===== config.mk =====
export PLATFORM = sky130hd
export DESIGN_NAME = trap_sequencer
export DESIGN_NICKNAME = d
export VERILOG_FILES = /design/src/rtl/trap_sequencer.sv
export SDC_FILE = /design/constraint.sdc
export NUM_CORES = 1
export LEC_CHECK = 0
export CAP_MARGIN = 25
export CORE_ASPECT_RATIO = 1.4
export CORE_MARGIN = 2
export CORE_UTILIZATION = 30
export CTS_CLUSTER_DIAMETER = 200
export DETAILED_ROUTE_END_ITERATION = 10
export PLACE_DENSITY_LB_ADDON = 0.25
export REMOVE_ABC_BUFFERS = 1
export SLEW_MARGIN = 20
export SYNTH_ARGS = -nofsm -noshare
export SYNTH_HDL_FRONTEND = slang
export SYNTH_SLANG_ARGS = --single-unit
export TNS_END_PERCENT = 20

===== constraint.sdc =====
create_clock -name clk -period 9.1 [get_ports clk]
set_input_delay 2.73 -clock clk [delete_from_list [all_inputs] [get_ports clk]]
set_output_delay 2.73 -clock clk [all_outputs]
set_load 0.05 [all_outputs]

===== src/rtl/trap_sequencer.sv =====
// trap_sequencer: machine-mode trap entry and mret exit sequencer (stall, flush, CSR capture, fetch redirect).
// Define TRAP_WFI_EN to add the cmd_wfi_ex input and a WFI sleep state.
module trap_sequencer #(
  parameter int          FLUSH_CYCLES = 2,
  parameter logic [29:0] RESET_VEC    = 30'h0000_0000
) (
  input  logic        clk,
  input  logic        rst,
  input  logic        cpu_stat_pc,
  input  logic        g_interrupt,
  input  logic        frc_cntr_val_leq,
  input  logic        soft_int,
  input  logic        csr_rmie,
  input  logic        csr_meie,
  input  logic        csr_mtie,
  input  logic        csr_msie,
  input  logic        illegal_ops_ex,
  input  logic        cmd_ebreak_ex,
  input  logic        cmd_ecall_ex,
  input  logic        cmd_mret_ex,
`ifdef TRAP_WFI_EN
  input  logic        cmd_wfi_ex,
`endif
  input  logic [29:0] pc_ex,
  input  logic [29:0] pc_next,
  input  logic [31:0] csr_mtvec,
  input  logic [29:0] csr_mepc,
  output logic        pipe_stall,
  output logic        pipe_flush,
  output logic        trap_take,
  output logic        trap_is_int,
  output logic [5:0]  trap_cause,
  output logic [29:0] trap_epc,
  output logic        mret_take,
  output logic        pc_redirect_valid,
  output logic [29:0] pc_redirect
);
  typedef enum logic [2:0] {
    IDLE, FLUSH, CAPTURE, REDIRECT, MRET
`ifdef TRAP_WFI_EN
    , WFI
`endif
  } state_t;
  state_t      state, state_d;
  logic [3:0]  cnt;
  logic        hold;
  logic        sync_ev, int_pend, accept, take_sync, take_int, take_mret;
  logic [5:0]  sync_cause, int_cause;
  logic [29:0] vec_off;
  assign sync_ev    = illegal_ops_ex | cmd_ebreak_ex | cmd_ecall_ex;
  assign sync_cause = illegal_ops_ex ? 6'd2 : cmd_ebreak_ex ? 6'd3 : 6'd11;
  assign int_pend   = (g_interrupt & csr_meie) | (soft_int & csr_msie) | (frc_cntr_val_leq & csr_mtie);
  assign int_cause  = (g_interrupt & csr_meie) ? 6'd11 : (soft_int & csr_msie) ? 6'd3 : 6'd7;
  // hold masks the first IDLE cycle after a trap redirect
  assign accept     = state == IDLE && cpu_stat_pc && !hold;
  assign take_sync  = accept && sync_ev;
  assign take_mret  = accept && !sync_ev && cmd_mret_ex;
`ifdef TRAP_WFI_EN
  logic take_wfi;
  assign take_wfi = accept && !sync_ev && !cmd_mret_ex && !(csr_rmie && int_pend) && cmd_wfi_ex;
  assign take_int = (accept && !sync_ev && !cmd_mret_ex && csr_rmie && int_pend) ||
                    (state == WFI && csr_rmie && int_pend);
`else
  assign take_int = accept && !sync_ev && !cmd_mret_ex && csr_rmie && int_pend;
`endif
  always_comb begin
    state_d = state;
    case (state)
`ifdef TRAP_WFI_EN
      IDLE:     state_d = (take_sync || take_int) ? FLUSH : take_mret ? MRET : take_wfi ? WFI : IDLE;
      WFI:      state_d = take_int ? FLUSH : int_pend ? IDLE : WFI;
`else
      IDLE:     state_d = (take_sync || take_int) ? FLUSH : take_mret ? MRET : IDLE;
`endif
      FLUSH:    state_d = cnt == 4'(FLUSH_CYCLES - 1) ? CAPTURE : FLUSH;
      CAPTURE:  state_d = REDIRECT;
      default:  state_d = IDLE;
    endcase
  end
  always_ff @(posedge clk or posedge rst) begin
    if (rst) begin
      state       <= IDLE;
      cnt         <= 4'd0;
      hold        <= 1'b0;
      trap_cause  <= 6'd0;
      trap_is_int <= 1'b0;
      trap_epc    <= 30'd0;
    end else begin
      state <= state_d;
      cnt   <= state == FLUSH ? cnt + 4'd1 : 4'd0;
      hold  <= state == REDIRECT;
      if (take_sync) begin
        trap_cause  <= sync_cause;
        trap_is_int <= 1'b0;
        trap_epc    <= pc_ex;
      end else if (take_int) begin
        trap_cause  <= int_cause;
        trap_is_int <= 1'b1;
        trap_epc    <= pc_next;
      end
    end
  end
  assign vec_off           = (csr_mtvec[1:0] == 2'b01 && trap_is_int) ? 30'(trap_cause) : 30'd0;
  assign pipe_stall        = state != IDLE;
  assign pipe_flush        = state == FLUSH || state == MRET;
  assign trap_take         = state == CAPTURE;
  assign mret_take         = state == MRET;
  assign pc_redirect_valid = state == REDIRECT || state == MRET;
  assign pc_redirect       = state == REDIRECT ? csr_mtvec[31:2] + vec_off :
                             state == MRET     ? csr_mepc : RESET_VEC;
endmodule


# After elaboration in Yosys (flattened, before gate mapping)
# Cells that the tools add are included.
[op_classes]
n_addsub = 2
n_reduce_logical = 18
n_bitwise = 7
muxes = 18
n_eq_ne = 6
[ops]
columns = ["operator", "count"]
rows = [
  ["$mux W30", 4],
  ["$add A30 B6 Y30", 1],
  ["$mux W6", 3],
  ["$mux W4", 4],
  ["$logic_and A1 B1 Y1", 9],
  ["$mux W3", 3],
  ["$pmux W3 S3", 1],
  ["$eq A3 B2 Y1 const B", 2],
  ["$add A4 B1 Y4 const B", 1],
  ["$eq A4 B1 Y1 const B", 1],
  ["$or A1 B1 Y1", 4],
  ["$and A1 B1 Y1", 3],
  ["$eq A3 B1 Y1 const B", 1],
  ["$eq A3 B3 Y1 const B", 1],
  ["$logic_not A1 Y1", 3],
  ["$logic_not A3 Y1", 1],
  ["$logic_or A1 B1 Y1", 3],
  ["$reduce_bool A3 Y1", 1],
  ["$eq A2 B1 Y1 const B", 1],
  ["$mux W1", 2],
  ["$mux W2", 1],
  ["$reduce_bool A2 Y1", 1],
]
[word_totals]
regBits = 45
out_inout_bits = 72

# Longest topological paths before layout
# Gate-level depths: netlist of run 1.
[depth]
depth_word = 10
mapped_depth = 11

# Worst setup path after synthesis of run 1
# OpenSTA, ideal clock, no wires.
[synth_timing]
path_type = "in2out"
from = "in csr_mtvec[0]"
to = "out pc_redirect[18]"
path_buffers = 1
slack_ns = 0.916
t_arrival_ns = 5.454
stages = 10
cell_sequence = "nor3b_1 -> and2_1 -> ha_1 -> fa_1 -> a211oi_1 -> nor2_1 -> clkbuf_1 -> nand4_1 -> xor2_1 -> o21ai_0"
[synth_between]
elab_chain_cells = 5
[synth_lines]
columns = ["element", "line_no", "rtl"]
rows = [
  ["start: declaration", "26", "input logic [31:0] csr_mtvec,"],
  ["$eq A2 B1 Y1", "103", "assign vec_off = (csr_mtvec[1:0] == 2'b01 && trap_is_int) ? 30'(trap_cause) : 30'd0;"],
  ["$logic_and A1 B1 Y1", "103", ""],
  ["$mux W6", "103", ""],
  ["$add A30 B6 Y30", "109", "assign pc_redirect = state == REDIRECT ? csr_mtvec[31:2] + vec_off :"],
  ["$mux W30", "109", ""],
  ["end: declaration", "36", "output logic [29:0] pc_redirect"],
]
# No other way between the ends.

# Worst setup path after layout of run 1
[layout_timing]
from = "in csr_mtvec[0]"
to = "out pc_redirect[4]"
# Same word-level chain as after synthesis.

==> impl_metrics.py, run 1 <==
metrics = {
    "clocking": {
        "clock_sinks": 43,
        "numCtsBuffers": 5,
        "holdBufCountCts": 0,
        "root_buffer": "clkbuf_16",
        "clkLatencyLatePin_ns": 0.28,
        "cts.path.max_buffers": 2,
        "cts_resized": 0,
        "cts_tree": "yes",
        "h-tree-depth": 2,
        "clk_pin_slew_ns": 0.06,
        "post-cts-setup-buffer-count": 0,
    },
    "die": {
        "fp.dieW_um": 88.6,
        "core_sq_um": 9850,
        "ioPinCount": 208,
        "die_h_um": 122,
        "initial_core_util": 0.306,
        "dieArea_sq_um": 10900,
        "num_rows": 43,
    },
    "final_layout": {
        "antenna_cells": 0,
        "fin_nets": 691,
        "area_growth_pct": 80.3,
        "drive_above_1_share": 0.0856,
        "fillCellCount": 908,
    },
    "yosys": {
        "synthMuxAreaShare": 0.0998,
        "synth_compound_area_frac": 0.148,
        "synth_xor_area_frac": 0.0844,
        "synth_area_leaders": "dfrtp_1 36%, mux2i_1 10%, xor2_1 7.0%",
        "ys_seq_elements": 43,
        "syn_inst": 351,
        "yosys_warnings": 0,
        "synth_top_family_by_area": "simple AND/OR/NAND/NOR gates",
        "synth-seq-area-share": 0.358,
        "synthAdderAreaFrac": 0.0316,
        "synthDistinctLibCells": 46,
        "syn_avg_cell_area_sq_um": 8.57,
        "synth_largest_area_cell": "dfrtp_1",
        "syn_area_sq_um": 3010,
        "synth_simple_gate_area_frac": 0.231,
        "synth_top_area_frac": 0.358,
    },
    "routing": {
        "drt_pass1_iterations": 4,
        "drtIter0Drc": 106,
        "wirelength_um": 9940,
        "drc": 0,
        "via_count": 3245,
        "viasPerCell": 4.74,
        "ant_nets": 0,
        "wl_per_cell_um": 14.5,
    },
    "power": {
        "power_leakage_nw": 2.31,
        "ir_worst_vdd_mv": 0.209,
        "power_mw": 1.40,
        "p_per_area_nw_per_um2": 258,
    },
    "hold_path": {
        "hold_class": "reg2reg",
    },
    "global_route": {
        "grt_first_pass_wirelength_um": 15100,
        "antenna_found_initial": 0,
        "grt_max_degree": 44,
        "grt_usage": 0.177,
        "grt_pass1_vias": 3161,
        "grt-ovfl-total": 0,
    },
    "sta": {
        "rsz0062_at_grt": "false",
        "slew_headroom": 0.437,
        "fin_crit_ns": 8.55,
        "hold_violations": 0,
        "maxSlewViolCount": 0,
        "skew_ns": 0.00786,
        "clock.fmax_mhz": 117,
        "setup_ws_ns": 0.555,
        "final.setup.tns_ns": 0,
        "worstMarginPinSlew_ns": 0.841,
        "finalCritPeriodShare": 0.939,
        "setup_viol": 0,
    },
    "setup_path": {
        "cp-start-kind": "input pin",
        "path_max_fanout": 12,
        "cp_slowest_cell": "clkdlybuf4s50_1",
        "critPathKind": "in2out",
        "worstPathArrival_ns": 5.82,
        "cp_num_buf_inv": 2,
        "crit_path_frequent_cell": "clkdlybuf4s50_1",
        "crit_chain": "clkdlybuf4s50_1 > nor3b_1 > and2_1 > ha_1 > fa_1 > a211oi_1 > nor2_1 > o31ai_1 > clkdlybuf4s50_1",
        "cp_slowest_stage_delay_ns": 0.74,
        "crit_family": "simple AND/OR/NAND/NOR gates",
        "end_kind": "primary output",
        "critPathRequiredTime_ns": 6.37,
    },
    "placed_design": {
        "dp_slack_ns": 0.507,
        "gp_congestion": 0.881,
        "io_buffer_count": 205,
        "dp.final_hpwl_um": 7910,
    },
    "status": {
        "status": "finished clean",
    },
    "job": {
        "drv_cap": 0,
    },
}
[worst paths after layout]
check / start / to / slack, ns / depth (start not counted)
setup reg to reg: state[2] / trap_cause[3] / 6.57 / 5
hold reg to reg: trap_cause[1] / trap_cause[1] / 0.48 / 1
hold / removal: trap_cause[1] / trap_cause[1] / 0.48 / 1
max in group asynchronous: rst / trap_cause[2] / 5.78 / 3
setup / recovery: csr_mtvec[0] / pc_redirect[4] / 0.55 / 9
min in group asynchronous: rst / trap_epc[1] / 2.82 / 2
[cell usage in the layout (no fill, tap or decap), drive strengths merged, types with 2 or more instances in the layout]
master         netlist  routed
a211oi               3       3
a21boi               2       2
a21oi               34      34
a22o                 3       3
and2                 6       6
and3                 6       6
and4                 3       3
buf                 10      28
clkbuf              10       6
clkdlybuf4s50        0     181
conb                 1       2
dfrtp               43      43
ha                   6       6
inv                  7       7
mux2i               30      30
nand2               38      38
nand2b               4       4
nand3               14      14
nand4               11      11
nor2                39      39
nor3b                5       5
nor4                 3       3
o21ai               30      30
or2                  2       2
xnor2                5       5
xor2                24      24
[Yosys cell counts (all sizes together)]
| cell | count |
|---|---|
| o22ai | 1 |
| o21a | 1 |
| o21ai | 30 |
| nand2 | 38 |
| and2 | 6 |
| nand3b | 1 |
| clkbuf | 10 |
| and3 | 6 |
| a22oi | 1 |
| a22o | 3 |
| nand3 | 14 |
| conb | 1 |
| nor2 | 39 |
| a21oi | 34 |
| nor2b | 1 |
| o31ai | 1 |
| nor3b | 5 |
| dfrtp | 43 |
| nand4 | 11 |
| ha | 6 |
| or3 | 1 |
| fa | 1 |
| a211oi | 3 |
| inv | 7 |
| buf | 10 |
| xnor2 | 5 |
| nand2b | 4 |
| mux2i | 30 |
| nor4 | 3 |
| a222oi | 1 |
| a21o | 1 |
| or2 | 2 |
| xor2 | 24 |
| a221o | 1 |
| and4 | 3 |
| nor3 | 1 |
| a21boi | 2 |
[metal layers]
metal | share of wire | wire, um | global-route usage | vias up
li1 | - | - | - | 1615
met3 | 0.11 | 1090 | 0.0511 | 11
met1 | 0.39 | 3830 | 0.195 | 1430
met2 | 0.49 | 4850 | 0.319 | 189
met4 | 0.016 | 163 | 0.0559 | 0
met5 | 0 | 0 | 0 | -
[logic make-up after synthesis]
family / Yosys count
and+or+nand+nor: 135
muxes: 30
AOI/OAI and AO/OA: 79
buffers and inverters: 27
DFF: 43
adders and majority gates: 7
xor gates and xnor gates: 29
other: 1
[power breakdown]
group | switching, mW | internal, mW | total, mW
Clock | 0.0731 | 0.101 | 0.174
Combinational | 0.561 | 0.337 | 0.898
Sequential | 0.0541 | 0.273 | 0.327
Total | 0.688 | 0.711 | 1.40
[sequential cells by signal, indices dropped and copies added, names as in the netlist]
name and cells:
cnt 4, state 3, trap_is_int 1, hold 1, trap_epc 30, trap_cause 4
[through the flow]
stage                     hold slack (ns)  std cells   util  instance area, sq um
final                               0.475        684  0.551                  5420
after detailed placement            0.469        675  0.534                  5250
after CTS                           0.483        683  0.548                  5400
after floorplan                     0.460        332      -                  2900
after global placement              0.465        674  0.532                  5230
after global routing                0.492        684  0.551                  5420
[final cells by class]
| type | instances | area [sq um] | share of cell area |
|---|---|---|---|
| clock buffer | 6 | 129 | 0.0238 |
| clock inverter | 2 | 12.5 | 0.00231 |
| inverter | 7 | 26.3 | 0.00485 |
| multi-input combinational | 282 | 1810 | 0.333 |
| sequential | 43 | 1080 | 0.198 |
| tap | 135 | 169 | 0.0311 |
| timing repair buffer | 209 | 2200 | 0.407 |
No activity file was read; power rests on OpenSTA's default activity.
==> inputs of run 2 (changes only) <==
Settings changed: PLACE_DENSITY set to 0.73, PLACE_DENSITY_LB_ADDON 0.25 to unset.
Clock period 9.1 ns to 8.2 ns, I/O delays scaled along.
==> run 2 against run 1 <==
  * Sequential power up 11%
  * Highest routed layer unchanged
  * Register-to-register slack worse by 0.90 ns
  * Largest cell class unchanged
  * Setup slack worse by 0.066 ns
  * Count of clock-buffer cells in the layout down 1
==> impl_metrics.py, run 2 (synthesis results as in run 1) <==
metrics = {
    "setup_path": {
        "worstRegToRegCells": 5,
        "critPathKind": "in2out",
        "cp-start-kind": "input pin",
        "critPathRequiredTime_ns": 5.74,
        "end_kind": "primary output",
        "r2r_start": "state[2]",
        "worstPathArrival_ns": 5.25,
        "reg2reg_slack_ns": 5.67,
        "reg2reg_to": "trap_cause[3]",
        "path_max_fanout": 12,
    },
    "sta": {
        "hold_violations": 0,
        "skew_ns": 0.00626,
        "setup_ws_ns": 0.489,
        "rsz0062_at_grt": "false",
        "worstMarginPinSlew_ns": 0.606,
        "setup_viol": 0,
        "slew_headroom": 0.594,
        "maxSlewViolCount": 0,
        "fin_crit_ns": 7.71,
        "holdWs_ns": 0.501,
        "finalCritPeriodShare": 0.940,
        "clock.fmax_mhz": 130,
        "final.setup.tns_ns": 0,
    },
    "clocking": {
        "clock_sinks": 43,
        "root_buffer": "clkbuf_16",
        "cts.path.max_buffers": 2,
        "h-tree-depth": 2,
        "clkLatencyLatePin_ns": 0.29,
        "holdBufCountCts": 0,
        "clk_pin_slew_ns": 0.06,
        "post-cts-setup-buffer-count": 0,
        "numCtsBuffers": 5,
        "cts_tree": "yes",
    },
    "final_layout": {
        "area_growth_pct": 85.6,
        "drive_above_1_share": 0.0929,
        "regMostFlops": "trap_epc",
        "largest_register_ffs": 30,
        "final_common_cell": "clkdlybuf4s50_1",
        "antenna_cells": 0,
        "largestRegisters": "trap_epc (30), cnt (4), trap_cause (4)",
        "stdcell_area_sq_um": 5580,
        "layout_common_cells": "179 x clkdlybuf4s50_1, 43 x dfrtp_1, 38 x nor2_1, 38 x nand2_1, 34 x a21oi_1",
        "fin_nets": 691,
    },
    "die": {
        "num_rows": 43,
        "ioPinCount": 208,
        "initial_core_util": 0.306,
        "fp.dieW_um": 88.6,
        "dieArea_sq_um": 10900,
        "core_sq_um": 9850,
        "die_h_um": 122,
    },
    "global_route": {
        "grt_max_degree": 44,
        "grt_pass1_vias": 3458,
        "grt_first_pass_wirelength_um": 15900,
        "antenna_found_initial": 0,
        "grt_usage": 0.191,
        "grt-ovfl-total": 0,
    },
    "power": {
        "ir_worst_vdd_mv": 0.282,
        "power_leakage_nw": 2.35,
        "power_mw": 1.60,
        "p_per_area_nw_per_um2": 287,
    },
    "routing": {
        "drc": 0,
        "drtIter0Drc": 61,
        "via_count": 3343,
        "ant_nets": 0,
        "viasPerCell": 4.89,
        "wl_per_cell_um": 15.7,
        "drt_pass1_iterations": 4,
        "wirelength_um": 10700,
    },
    "hold_path": {
        "whs_path_depth": 1,
        "hold_class": "reg2reg",
        "hold_end": "trap_cause[1]",
        "hold_path.startpoint": "trap_cause[1]",
    },
    "status": {
        "status": "finished clean",
    },
    "placed_design": {
        "place_area_sq_um": 5410,
        "dp.final_hpwl_um": 8620,
        "dp_slack_ns": 0.173,
        "io_buffer_count": 205,
        "gp_congestion": 0.923,
    },
    "job": {
        "drv_cap": 0,
    },
}
-- run 2: cell types whose count changed in the layout (fill, tap and decap cells not counted) --
cell	delta
nor2_2	+1
clkdlybuf4s50_1	-2
buf_4	-11
clkinv_2	-1
inv_6	+1
clkbuf_1	-1
nor2_1	-1
clkinvlp_4	+1
buf_16	-1
buf_12	+14
-- run 2: power by group --
part | switching [mW] | internal [mW] | total [mW]
clock | 0.0907 | 0.114 | 0.205
sequential | 0.0617 | 0.303 | 0.364
combinational | 0.632 | 0.400 | 1.03
total | 0.784 | 0.817 | 1.60
-- run 2: worst max-delay path by stage --
stage | startpoint | end | slack, ns | cells after the start
detailed placement | csr_mtvec[0] | pc_redirect[18] | 0.17 | 11
finish | csr_mtvec[0] | pc_redirect[18] | 0.49 | 11
floorplan | csr_mtvec[0] | pc_redirect[8] | 0.49 | 9
CTS | csr_mtvec[0] | pc_redirect[18] | 0.17 | 11
global placement | csr_mtvec[0] | pc_redirect[26] | 0.31 | 11
global route | csr_mtvec[0] | pc_redirect[18] | 0.17 | 11
-- run 2: final cells by class --
type,instances,area (sq um)
repair buffers,209,2350
well taps,135,169
flip-flops and latches,43,1080
multi-input cells,282,1810
clock inverters,3,23.8
clock buffers,5,125
inverters,7,26.3
fillers,868,4260
-- run 2: what timing repair did --
item	CTS	global route
endpoints found under the hold margin	0	0
setup endpoints to repair	0	3
resized for setup	0	1
-- run 2: layer usage --
layer  up-vias  wire length (um)  global-route usage
met5         -                 0                   0
met4         0               211              0.0672
met3        15              1340              0.0820
met2       202              5260               0.345
met1      1506              3920               0.190
li1       1620                 -                   -
-- run 2: worst max-delay path, cell delays in order --
cell	delay (ns)
clkdlybuf4s50_1	0.45
nor3b_1	0.32
and2_1	0.19
ha_1	0.18
fa_1	0.25
a211oi_1	0.12
nor2_2	0.43
nand4_1	0.18
xor2_1	0.17
o21ai_0	0.31
buf_12	0.19
-- run 2: per-stage QoR --
step | utilization | instances
2_1_floorplan | - | 332
3_3_place_gp | 0.548 | 674
3_5_place_dp | 0.550 | 675
4_1_cts | 0.565 | 683
5_1_grt | 0.567 | 684
6_report | 0.567 | 684
==> inputs of run 3 (changes only) <==
Clock period 8.2 ns to 9.95 ns, I/O delays scaled along.
==> run 3 against run 2 <==
  * Critical endpoint unchanged
  * Largest power group unchanged
  * Global-route usage is 0.17 points higher
  * Total power shrank 19%
  * Non-clock buffer count did not move
  * Sequential share of layout area is 0.84 points higher
  * Utilization down 2.4 points
  * Highest routed layer unchanged
  * Worst hold slack got worse by 0.0058 ns
  * Combinational power fell by 22%
  * Critical path depth is the same
  * Clock power decreased by 9%
  * Count of clock-buffer cells in the layout is the same
==> impl_metrics.py, run 3 (synthesis results as in run 1) <==
metrics = {
    "final_layout": {
        "multiInputGateArea_sq_um": 1810,
        "antenna_cells": 0,
        "area_growth_pct": 77.9,
        "largestRegisters": "trap_epc (30), cnt (4), trap_cause (4)",
        "fin_util": 0.543,
        "fin_nets": 691,
        "drive_above_1_share": 0.0455,
        "final_common_cell": "clkdlybuf4s50_1",
        "regMostFlops": "trap_epc",
        "fin_cells": 684,
        "regArea_sq_um": 1080,
        "largest_register_ffs": 30,
        "fillCellCount": 895,
        "layout_common_cells": "204 x clkdlybuf4s50_1, 43 x dfrtp_1, 39 x nor2_1",
    },
    "routing": {
        "viasPerCell": 4.89,
        "drc": 0,
        "drt_pass1_iterations": 6,
        "ant_nets": 0,
        "wl_per_cell_um": 15.7,
        "via_count": 3348,
        "drtIter0Drc": 75,
        "wirelength_um": 10700,
    },
    "clocking": {
        "holdBufCountCts": 0,
        "clkLatencyLatePin_ns": 0.29,
        "cts_resized": 0,
        "h-tree-depth": 2,
        "cts.path.max_buffers": 2,
        "root_buffer": "clkbuf_16",
        "post-cts-setup-buffer-count": 0,
        "cts_tree": "yes",
        "clock_sinks": 43,
        "clk_pin_slew_ns": 0.06,
        "numCtsBuffers": 5,
    },
    "sta": {
        "finalCritPeriodShare": 0.957,
        "fin_crit_ns": 9.52,
        "hold_violations": 0,
        "setup_viol": 0,
        "clock.fmax_mhz": 105,
        "worstMarginPinSlew_ns": 0.870,
        "holdWs_ns": 0.495,
        "final.setup.tns_ns": 0,
        "rsz0062_at_grt": "false",
        "skew_ns": 0.00275,
        "maxSlewViolCount": 0,
        "slew_headroom": 0.418,
    },
    "global_route": {
        "grt-ovfl-total": 0,
        "grt_usage": 0.192,
        "grt_pass1_vias": 3408,
        "grt_first_pass_wirelength_um": 16100,
        "grt_max_degree": 44,
        "antenna_found_initial": 0,
    },
    "hold_path": {
        "whs_path_depth": 1,
        "hold_end": "cnt[0]",
        "hold_class": "reg2reg",
        "hold_path.startpoint": "cnt[0]",
    },
    "placed_design": {
        "dp.final_hpwl_um": 8560,
        "io_buffer_count": 205,
        "gp_congestion": 0.999,
        "dp_cells": 675,
    },
    "setup_path": {
        "cp-start-kind": "input pin",
        "critPathRequiredTime_ns": 6.97,
        "r2r_start": "state[2]",
        "worstPathArrival_ns": 6.54,
        "path_max_fanout": 12,
        "worstRegToRegCells": 5,
        "reg2reg_to": "trap_cause[3]",
        "end_kind": "primary output",
        "reg2reg_slack_ns": 7.43,
        "critPathKind": "in2out",
    },
    "power": {
        "power_leakage_nw": 2.25,
        "power_mw": 1.29,
        "ir_worst_vdd_mv": 0.230,
        "p_per_area_nw_per_um2": 242,
    },
    "die": {
        "fp.dieW_um": 88.6,
        "initial_core_util": 0.306,
        "num_rows": 43,
        "dieArea_sq_um": 10900,
        "ioPinCount": 208,
        "core_sq_um": 9850,
        "die_h_um": 122,
    },
    "job": {
        "drv_cap": 0,
    },
    "status": {
        "status": "finished clean",
    },
}
-- run 3: cell types whose count changed in the layout (fill, tap and decap cells not counted) --
cell,previous run,this run
buf_12,27,2
clkdlybuf4s50_1,179,204
clkinvlp_4,2,0
bufinv_16,0,1
clkinv_2,0,1
clkinv_4,0,1
inv_6,1,0
nor2_1,38,39
nor2_2,1,0
-- run 3: layout make-up --
type                       instances  area share
sequential                        43       0.201
inverter                           7     0.00491
clock inverter                     3     0.00819
multi-input combinational        282       0.337
clock buffer                       5      0.0234
tap                              135      0.0316
timing repair buffer             209       0.393
-- run 3: power by group --
group          internal (mW)  switching (mW)  total [mW]
sequential             0.250          0.0530       0.303
combinational          0.293           0.511       0.804
clock                  0.118          0.0688       0.187
total                  0.661           0.632        1.29
-- run 3: metal layers --
metal | vias up | routed length [um] | GRT usage
met4 | 0 | 244 | 0.0767
met1 | 1501 | 3720 | 0.191
li1 | 1622 | - | -
met5 | - | 0 | 0
met3 | 15 | 1490 | 0.0827
met2 | 210 | 5270 | 0.345
-- run 3: through the flow --
stage | worst slack [ns] | area [sq um]
4_1_cts | 0.375 | 5330
3_3_place_gp | 0.510 | 5140
6_report | 0.428 | 5350
5_1_grt | 0.0656 | 5350
2_1_floorplan | 1.19 | 2900
3_5_place_dp | 0.379 | 5160
-- run 3: worst max-delay path by stage --
stage / startpoint / end / slack [ns]
2_1_floorplan: csr_mtvec[0] / pc_redirect[8] / 1.19
3_3_place_gp: csr_mtvec[0] / pc_redirect[26] / 0.51
3_5_place_dp: csr_mtvec[0] / pc_redirect[18] / 0.38
4_1_cts: csr_mtvec[0] / pc_redirect[18] / 0.37
5_1_grt: csr_mtvec[0] / pc_redirect[26] / 0.07
6_report: csr_mtvec[0] / pc_redirect[18] / 0.43
-- run 3: worst max-delay path: stages --
cell	delay [ns]
clkdlybuf4s50_1	0.45
nor3b_1	0.33
and2_1	0.19
ha_1	0.18
fa_1	0.24
a211oi_1	0.11
nor2_1	0.69
nand4_1	0.21
xor2_1	0.19
o21ai_0	0.15
clkdlybuf4s50_1	0.83
